--- src/rtl/mips_pkg.sv ---
// Shared MIPS encoding constants: opcodes, funct codes, field positions and
// the loader's mnemonic codes. Also used by the core's control_unit.
package mips_pkg;

  localparam logic [5:0] OP_RTYPE = 6'b000000;
  localparam logic [5:0] OP_LW    = 6'b100011;
  localparam logic [5:0] OP_SW    = 6'b101011;
  localparam logic [5:0] OP_BEQ   = 6'b000100;

  localparam logic [5:0] FUNCT_ADD = 6'b100000;
  localparam logic [5:0] FUNCT_SUB = 6'b100010;
  localparam logic [5:0] FUNCT_AND = 6'b100100;
  localparam logic [5:0] FUNCT_OR  = 6'b100101;
  localparam logic [5:0] FUNCT_SLT = 6'b101010;
  localparam logic [5:0] FUNCT_NOR = 6'b100111;
  localparam logic [5:0] FUNCT_MUL = 6'b011000;
  localparam logic [5:0] FUNCT_DIV = 6'b011010;

  localparam int OP_LSB    = 26;
  localparam int RS_LSB    = 21;
  localparam int RT_LSB    = 16;
  localparam int RD_LSB    = 11;
  localparam int SHAMT_LSB = 6;

  typedef enum logic [3:0] {
    MN_ADD = 4'd0,
    MN_SUB = 4'd1,
    MN_AND = 4'd2,
    MN_OR  = 4'd3,
    MN_SLT = 4'd4,
    MN_NOR = 4'd5,
    MN_MUL = 4'd6,
    MN_DIV = 4'd7,
    MN_LW  = 4'd8,
    MN_SW  = 4'd9,
    MN_BEQ = 4'd10
  } mnem_e;

  typedef enum logic [1:0] {
    ST_IDLE,
    ST_LOAD,
    ST_DONE
  } load_state_e;

  // R-type words always carry shamt = 0.
  function automatic logic [31:0] r_word(input logic [5:0] funct, input logic [4:0] rs,
                                         input logic [4:0] rt, input logic [4:0] rd);
    return (32'(OP_RTYPE) << OP_LSB) | (32'(rs) << RS_LSB) | (32'(rt) << RT_LSB) |
           (32'(rd) << RD_LSB) | (32'(5'd0) << SHAMT_LSB) | 32'(funct);
  endfunction

  function automatic logic [31:0] i_word(input logic [5:0] op, input logic [4:0] rs,
                                         input logic [4:0] rt, input logic [15:0] imm);
    return (32'(op) << OP_LSB) | (32'(rs) << RS_LSB) | (32'(rt) << RT_LSB) | 32'(imm);
  endfunction

endpackage

--- src/rtl/instr_encode.sv ---
// Combinational assembler: mnemonic plus register/immediate fields to a
// 32-bit MIPS word. Codes outside the supported subset raise illegal.
module instr_encode
  import mips_pkg::*;
(
  input  logic [3:0]  mnem,
  input  logic [4:0]  rs,
  input  logic [4:0]  rt,
  input  logic [4:0]  rd,
  input  logic [15:0] imm,
  output logic [31:0] word,
  output logic        illegal
);

  // NOTE: every output gets a default before the case so no path leaves it
  // unassigned; otherwise synthesis infers a latch.
  always_comb begin
    word    = '0;
    illegal = 1'b0;
    case (mnem)
      MN_ADD:  word = r_word(FUNCT_ADD, rs, rt, rd);
      MN_SUB:  word = r_word(FUNCT_SUB, rs, rt, rd);
      MN_AND:  word = r_word(FUNCT_AND, rs, rt, rd);
      MN_OR:   word = r_word(FUNCT_OR,  rs, rt, rd);
      MN_SLT:  word = r_word(FUNCT_SLT, rs, rt, rd);
      MN_NOR:  word = r_word(FUNCT_NOR, rs, rt, rd);
      MN_MUL:  word = r_word(FUNCT_MUL, rs, rt, rd);
      MN_DIV:  word = r_word(FUNCT_DIV, rs, rt, rd);
      MN_LW:   word = i_word(OP_LW,  rs, rt, imm);
      MN_SW:   word = i_word(OP_SW,  rs, rt, imm);
      MN_BEQ:  word = i_word(OP_BEQ, rs, rt, imm);
      default: illegal = 1'b1;
    endcase
  end

endmodule

--- src/rtl/instr_encoder_loader.sv ---
// Streams symbolic instructions in, encodes them and writes the words into
// consecutive instruction-memory locations starting at BASE_ADDR.
module instr_encoder_loader
  import mips_pkg::*;
#(
  parameter int ADDR_W    = 6,
  parameter int DEPTH     = 64,
  parameter int BASE_ADDR = 0
) (
  input  logic              clk,
  input  logic              rst_n,
  input  logic              start,
  input  logic              finish,
  input  logic              in_valid,
  output logic              in_ready,
  input  logic [3:0]        in_mnem,
  input  logic [4:0]        in_rs,
  input  logic [4:0]        in_rt,
  input  logic [4:0]        in_rd,
  input  logic [15:0]       in_imm,
  output logic              imem_we,
  output logic [ADDR_W-1:0] imem_addr,
  output logic [31:0]       imem_wdata,
  output logic [ADDR_W:0]   count,
  output logic              full,
  output logic              busy,
  output logic              err
);

  localparam logic [ADDR_W-1:0] BASE  = ADDR_W'(BASE_ADDR);
  localparam logic [ADDR_W:0]   LIMIT = (ADDR_W + 1)'(DEPTH);

  load_state_e state, state_nxt;
  logic        accept;
  logic [31:0] enc_word;
  logic        enc_illegal;

  instr_encode u_encode (
    .mnem    (in_mnem),
    .rs      (in_rs),
    .rt      (in_rt),
    .rd      (in_rd),
    .imm     (in_imm),
    .word    (enc_word),
    .illegal (enc_illegal)
  );

  assign full     = (count == LIMIT);
  assign busy     = (state == ST_LOAD);
  assign in_ready = busy && !full;
  assign accept   = in_valid && in_ready;

  // start wins over finish and restarts a session from any state.
  always_comb begin
    state_nxt = state;
    case (state)
      ST_IDLE: if (start) state_nxt = ST_LOAD;
      ST_LOAD: begin
        if (start)       state_nxt = ST_LOAD;
        else if (finish) state_nxt = ST_DONE;
      end
      ST_DONE: if (start) state_nxt = ST_LOAD;
      default: state_nxt = ST_IDLE;
    endcase
  end

  // NOTE: sequential state uses non-blocking assignments so every register
  // samples pre-edge values, independent of statement order.
  always_ff @(posedge clk) begin
    if (!rst_n) state <= ST_IDLE;
    else        state <= state_nxt;
  end

  // Write register stage. A beat accepted alongside start is dropped, since
  // the new session must begin with an empty program at BASE_ADDR.
  always_ff @(posedge clk) begin
    if (!rst_n) begin
      imem_we    <= 1'b0;
      imem_addr  <= BASE;
      imem_wdata <= '0;
      count      <= '0;
      err        <= 1'b0;
    end else begin
      imem_we <= 1'b0;
      if (start) begin
        imem_addr <= BASE;
        count     <= '0;
        err       <= 1'b0;
      end else if (accept) begin
        if (enc_illegal) begin
          err <= 1'b1;
        end else begin
          imem_we    <= 1'b1;
          imem_addr  <= BASE + count[ADDR_W-1:0];
          imem_wdata <= enc_word;
          count      <= count + 1'b1;
        end
      end
    end
  end

endmodule

--- config.mk ---
export PLATFORM = sky130hd
export DESIGN_NAME = instr_encoder_loader
export DESIGN_NICKNAME = d
export VERILOG_FILES = /design/src/rtl/mips_pkg.sv /design/src/rtl/instr_encode.sv /design/src/rtl/instr_encoder_loader.sv
export SDC_FILE = /design/constraint.sdc
export NUM_CORES = 1
export LEC_CHECK = 0
export ABC_CLOCK_PERIOD_IN_PS = 2500
export BUFFER_PORTS_ARGS = -buffer_cell sky130_fd_sc_hd__buf_2
export CAP_MARGIN = 20
export CORE_UTILIZATION = 48
export DETAILED_ROUTE_END_ITERATION = 10
export PLACE_DENSITY = 0.8
export REMOVE_ABC_BUFFERS = 1
export SETUP_SLACK_MARGIN = 0.5
export SYNTH_ARGS = -nofsm -noshare
export SYNTH_HDL_FRONTEND = slang
export SYNTH_SLANG_ARGS = --single-unit
--- constraint.sdc ---
create_clock -name clk -period 2.5 [get_ports clk]
set_clock_uncertainty 0.15 [all_clocks]
set_input_delay 0.125 -clock clk [delete_from_list [all_inputs] [get_ports clk]]
set_output_delay 0.125 -clock clk [all_outputs]
set_load 0.1 [all_outputs]
-- After elaboration in Yosys (flattened, before gate mapping)
Cells that the tools add are included.
- add/sub/neg operators: 1
- muxes and demuxes: 6
- reductions and logical operators: 13
- bitwise logic cells: 12
- equality and inequality tests: 15
- operators by type and width (operator ; number):
    32-bit one-hot mux with 11 select lines ; 1
    32-bit by 16-bit bitwise OR with 32-bit output ; 3
    32-bit by 21-bit bitwise OR with 32-bit output ; 2
    29-bit by 16-bit bitwise OR with 29-bit output ; 1
    29-bit by 21-bit bitwise OR with 29-bit output ; 1
    26-bit by 21-bit bitwise OR with 26-bit output ; 1
    4-bit by 3-bit equality test with 1-bit output (second input constant) ; 4
    4-bit equality test (second input constant) ; 3
    11-bit OR reduction ; 1
    4-bit by 2-bit equality test with 1-bit output (second input constant) ; 2
    7-bit by 1-bit adder with 7-bit output (second input constant) ; 1
    7-bit equality test (second input constant) ; 1
    2-bit 2-to-1 mux ; 3
    2-bit AND reduction ; 3
    4-bit by 1-bit equality test with 1-bit output (second input constant) ; 1
    4-bit logical NOT ; 1
    1-bit NOT ; 4
    2-bit one-hot mux with 2 select lines ; 1
    2-bit OR reduction ; 2
    3-bit != test (second input constant) ; 1
    3-bit AND reduction ; 1
    3-bit OR reduction ; 1
    2-bit by 1-bit equality test with 1-bit output (second input constant) ; 1
    2-bit equality test (second input constant) ; 1
    5 further kinds ; 6
- bits in registers: 49
- output and inout bits: 50
- input bits: 40
- logic and storage cells: 53

-- Depth between registers and ports, before layout
- depth after elaboration: 6
- depth in mapped cells: 8
- depth with buffers taken out: 6

-- Cells and area by module
From an unflattened synthesis, not the netlist that was laid out.
- cells, all modules: 304
- area total of the unflattened synthesis: 2572.5 sq um
- modules (own cells, without submodules) (module ; seq. area each (sq um) ; area an instance (sq um) ; cells an instance ; times used):
    instr_encoder_loader ; 980.9 ; 2103.3 ; 229 ; 1
    instr_encode ; 0.0 ; 469.2 ; 75 ; 1

-- Least setup slack after synthesis
OpenSTA, ideal clock, no wires.
- path type: register to output
- start: reg count[6]
- end: out in_ready
- data arrival time: 3.759 ns
- stages on the path, launching flop included: 4
- setup slack: -1.534 ns
- path buffers: 0
- required time: 2.225 ns
- path through: dfxtp_1 > or4b_4 > nor2_1 > nor2b_1
- cells in the longest elaborated chain, start to end: 3
- RTL lines (what ; RTL line ; text):
    from (decl) ; instr_encoder_loader.sv:24 ; output logic [ADDR_W:0] count,
    from (signal assigned) ; instr_encoder_loader.sv:96 ; count <= count + 1'b1;
    7-bit equality test ; instr_encoder_loader.sv:48 ; assign full = (count == LIMIT);
    named net full ; instr_encoder_loader.sv:25 ; output logic full,
    1-bit logical NOT ; instr_encoder_loader.sv:50 ; assign in_ready = busy && !full;
    1-bit logical AND ; instr_encoder_loader.sv:50 ;
    to (decl) ; instr_encoder_loader.sv:15 ; output logic in_ready,
The timed path passes the listed nets, and every way through them passes these cells.

-- Worst setup path after layout
- start: reg count[0]
- end: reg count[6]
- cells in the longest elaborated chain, start to end: 5
- elaborated cells between the ends (all ways): 6
- classes of those cells: 1 x add/sub; 1 x eq/ne; 4 x reduce/logical
- RTL lines (what):
    parallel branches: the longest is 5 deep, another holds 7-bit by 1-bit adder with 7-bit output
Parallel ways; which one is timed is not known.
A chain may end at the register's enable or synchronous reset.

==> out/qor.csv <==
metric;value;unit
gp_congestion;0.8580;
row_count;24;
power_density;483.4;nW/um^2
drt_iter0_markers;108;
antenna_cells;0;
cp-start-kind;register;
setup_tns;0;ns
synthesis.area;2177;sq um
synth_top_area_share;0.4230;
wl;6.013;mm
grt_max_degree;22;
r2r-start;count[0]$_SDFFE_PP0P_;
worstHoldPathCells;3;
antenna_found_initial;0;
numClockSinks;46;
worst_pin_slew;1.028;ns
drive_above_1_share;0.3251;
portBuffers;88;
async_reset_ff_frac;0;
p_sw_frac;0.2962;
grtUsageTotal;0.2491;
root_buffer;clkbuf_8;
synth.most_common_cell;dfxtp_1;
die_area;4809;sq um
overflow;0;
cp-end-kind;register;
synth_top_cell_by_area;dfxtp_1;
syn_to_final_growth;39.43;%
whs_endpoint;state[0]$_SDFFE_PN0P_;
path_max_fanout;8;
die_w;69.35;um
ys.warnings.count;0;
dp.cells;380;
internal-power;1033;uW
synthTopCellsByCount;dfxtp_1, nand2_1, a21oi_1, nand3_1, mux2i_1;
finalHoldViolations;0;
ys_seq_area_frac;0.4230;
drc;0;
ys.flop_type;dfxtp_1;
dp_hpwl;3.725;mm
setup_viol;0;
io_pins;90;
top_layer;met4;
dieHeight;69.35;um
clockBufferDepth;2;
met3_length;304;um
fin_crit_sh;0.8045;
cts.clk_slew.worst_paths;0.08;ns
synthCells;257;
reg2reg_slack;0.49;ns
nets;408;
drt-wirelength-per-cell;14.39;um
power_frac_clock;0.285;
min-delay-start;start;
synth_edf_count;0;
leakage;0.001441;uW
start_util;0.5000;
synth.distinct_cells;41;
hold_ws;0.02958;ns
drtPass1Iterations;4;
ant_nets;0;
fillers;346;
period_needed;2.011;ns
grt_pass1_vias;2209;
crit_type;reg -> reg;
stdcell_count;418;
synth.area.top_cells;dfxtp_1, mux2i_1, a21oi_1;
outcome;complete, no violations;
vdd_drop_max;0.3399;mV
pwr-share-seq;0.509;
core_area;4354;sq um
cap_viol_max_count;0;
cp.required;2.57;ns
total_power;1467;uW
seq_area;932.1;sq um
multi_input_area;1126;sq um
syn_area_per_cell;8.471;sq um
combPwrFrac;0.206;
drv_slew;0;
relSlewSlack;0.3136;
max_freq;0.4972;GHz
met2_length;3.053;mm
wl_met1;2.547;mm
rsz0062_at_grt;true;
clock_latency;0.29;ns
ys_seq_elements;46;
p_sw;434.6;uW
htree_levels;2;
timing.rr.end;count[6]$_SDFFE_PP0P_;
rr_worst_depth;7;
grt_first_pass_wirelength;9.839;mm
hold_class;in -> reg;
arrival;2.08;ns
num_vias;2284;
cts_inserted_buffers;5;
cts_tree;yes;
routed_via_density;5.464;
## timing repair
action,in CTS,in global routing
gates cloned,0,1
gates resized for setup,4,21
hold buffers,27,0
endpoints found under the hold margin,22,0
setup endpoints to repair,23,33
pin swaps,0,9
buffers inserted,0,3
## worst max-delay path by stage
stage                                             end  slack, ns                  start
after global routing      imem_wdata[14]$_SDFFE_PN0P_       0.46  count[2]$_SDFFE_PP0P_
after global placement    imem_wdata[23]$_SDFFE_PN0P_       0.44  count[2]$_SDFFE_PP0P_
final                           count[6]$_SDFFE_PP0P_       0.49  count[0]$_SDFFE_PP0P_
after detailed placement  imem_wdata[15]$_SDFFE_PN0P_       0.42  count[0]$_SDFFE_PP0P_
after floorplan                              in_ready      -1.53  count[6]$_SDFFE_PP0P_
after CTS                                    in_ready       0.45  count[0]$_SDFFE_PP0P_
## cell families (layout without fill, tap and decap cells)
kind of cell    after synthesis  after routing  share of synthesized area
simple gates                 86             86                     0.1966
fa+ha+maj                     2              2                    0.01149
other cells                   1              1                   0.001722
xor+xnor                      1              1                   0.004024
compound gates               72             72                     0.2086
flops                        46             46                     0.4230
mux                          17             17                    0.07816
buf+inv                      32            141                    0.07643
## stage by stage
stage                     worst slack, ns  cell area [sq um]  utilization
final                              0.4888               3035       0.6971
after global routing               0.4553               3035       0.6971
after CTS                          0.4537               2957       0.6790
after detailed placement           0.4179               2595       0.5960
after global placement             0.4382               2595       0.5960
after floorplan                    -1.534               2044            -
## layout by cell type, fill, tap and decap left out, types with 3 or more instances in the layout
cell type	count
nand3_1	21
or4_1	3
clkbuf_8	5
inv_1	9
buf_6	3
dfxtp_2	3
dlygate4sd3_1	27
and3_1	3
dfxtp_1	41
a21oi_1	28
nand2b_1	4
nand2_1	35
a31oi_1	3
buf_2	86
o21ai_1	5
o21ai_0	11
a311oi_1	6
buf_4	9
mux2i_1	17
nor2_1	8
nor2b_1	4
## critical path, stage by stage (launching register included)
cell and delay (ns):
dfxtp_4 0.37, inv_1 0.06, ha_2 0.20, nand2b_4 0.09, o211ai_4 0.15, buf_4 0.18, or4_1 0.55, a21oi_2 0.18
## flip-flops by register name, indices dropped and copies added, names as in the netlist
name        flops
imem_addr       6
state           2
err             1
imem_wdata     29
count           7
imem_we         1
## power by group through the flow
stage	logic [uW]	registers [uW]	clock network, uW
after floorplan	101	834	0
after global placement	250	766	0
after detailed placement	253	766	0
after CTS	287	749	427
after global routing	322	749	452
final	302	747	418
## layer usage
metal | up-vias | track usage
met3 | 15 | 0.06105
met4 | 0 | 0.04082
met5 | - | 0
li1 | 1127 | -
met1 | 1056 | 0.2957
met2 | 86 | 0.4574
## final cells by class
class / instances / share of cell area
multi-input cells: 179 / 0.3710
inverters: 9 / 0.01113
well taps: 52 / 0.02143
flip-flops and latches: 46 / 0.3071
clock buffers: 7 / 0.02514
repair buffers: 125 / 0.2642
(Power assumes the default switching activity.)
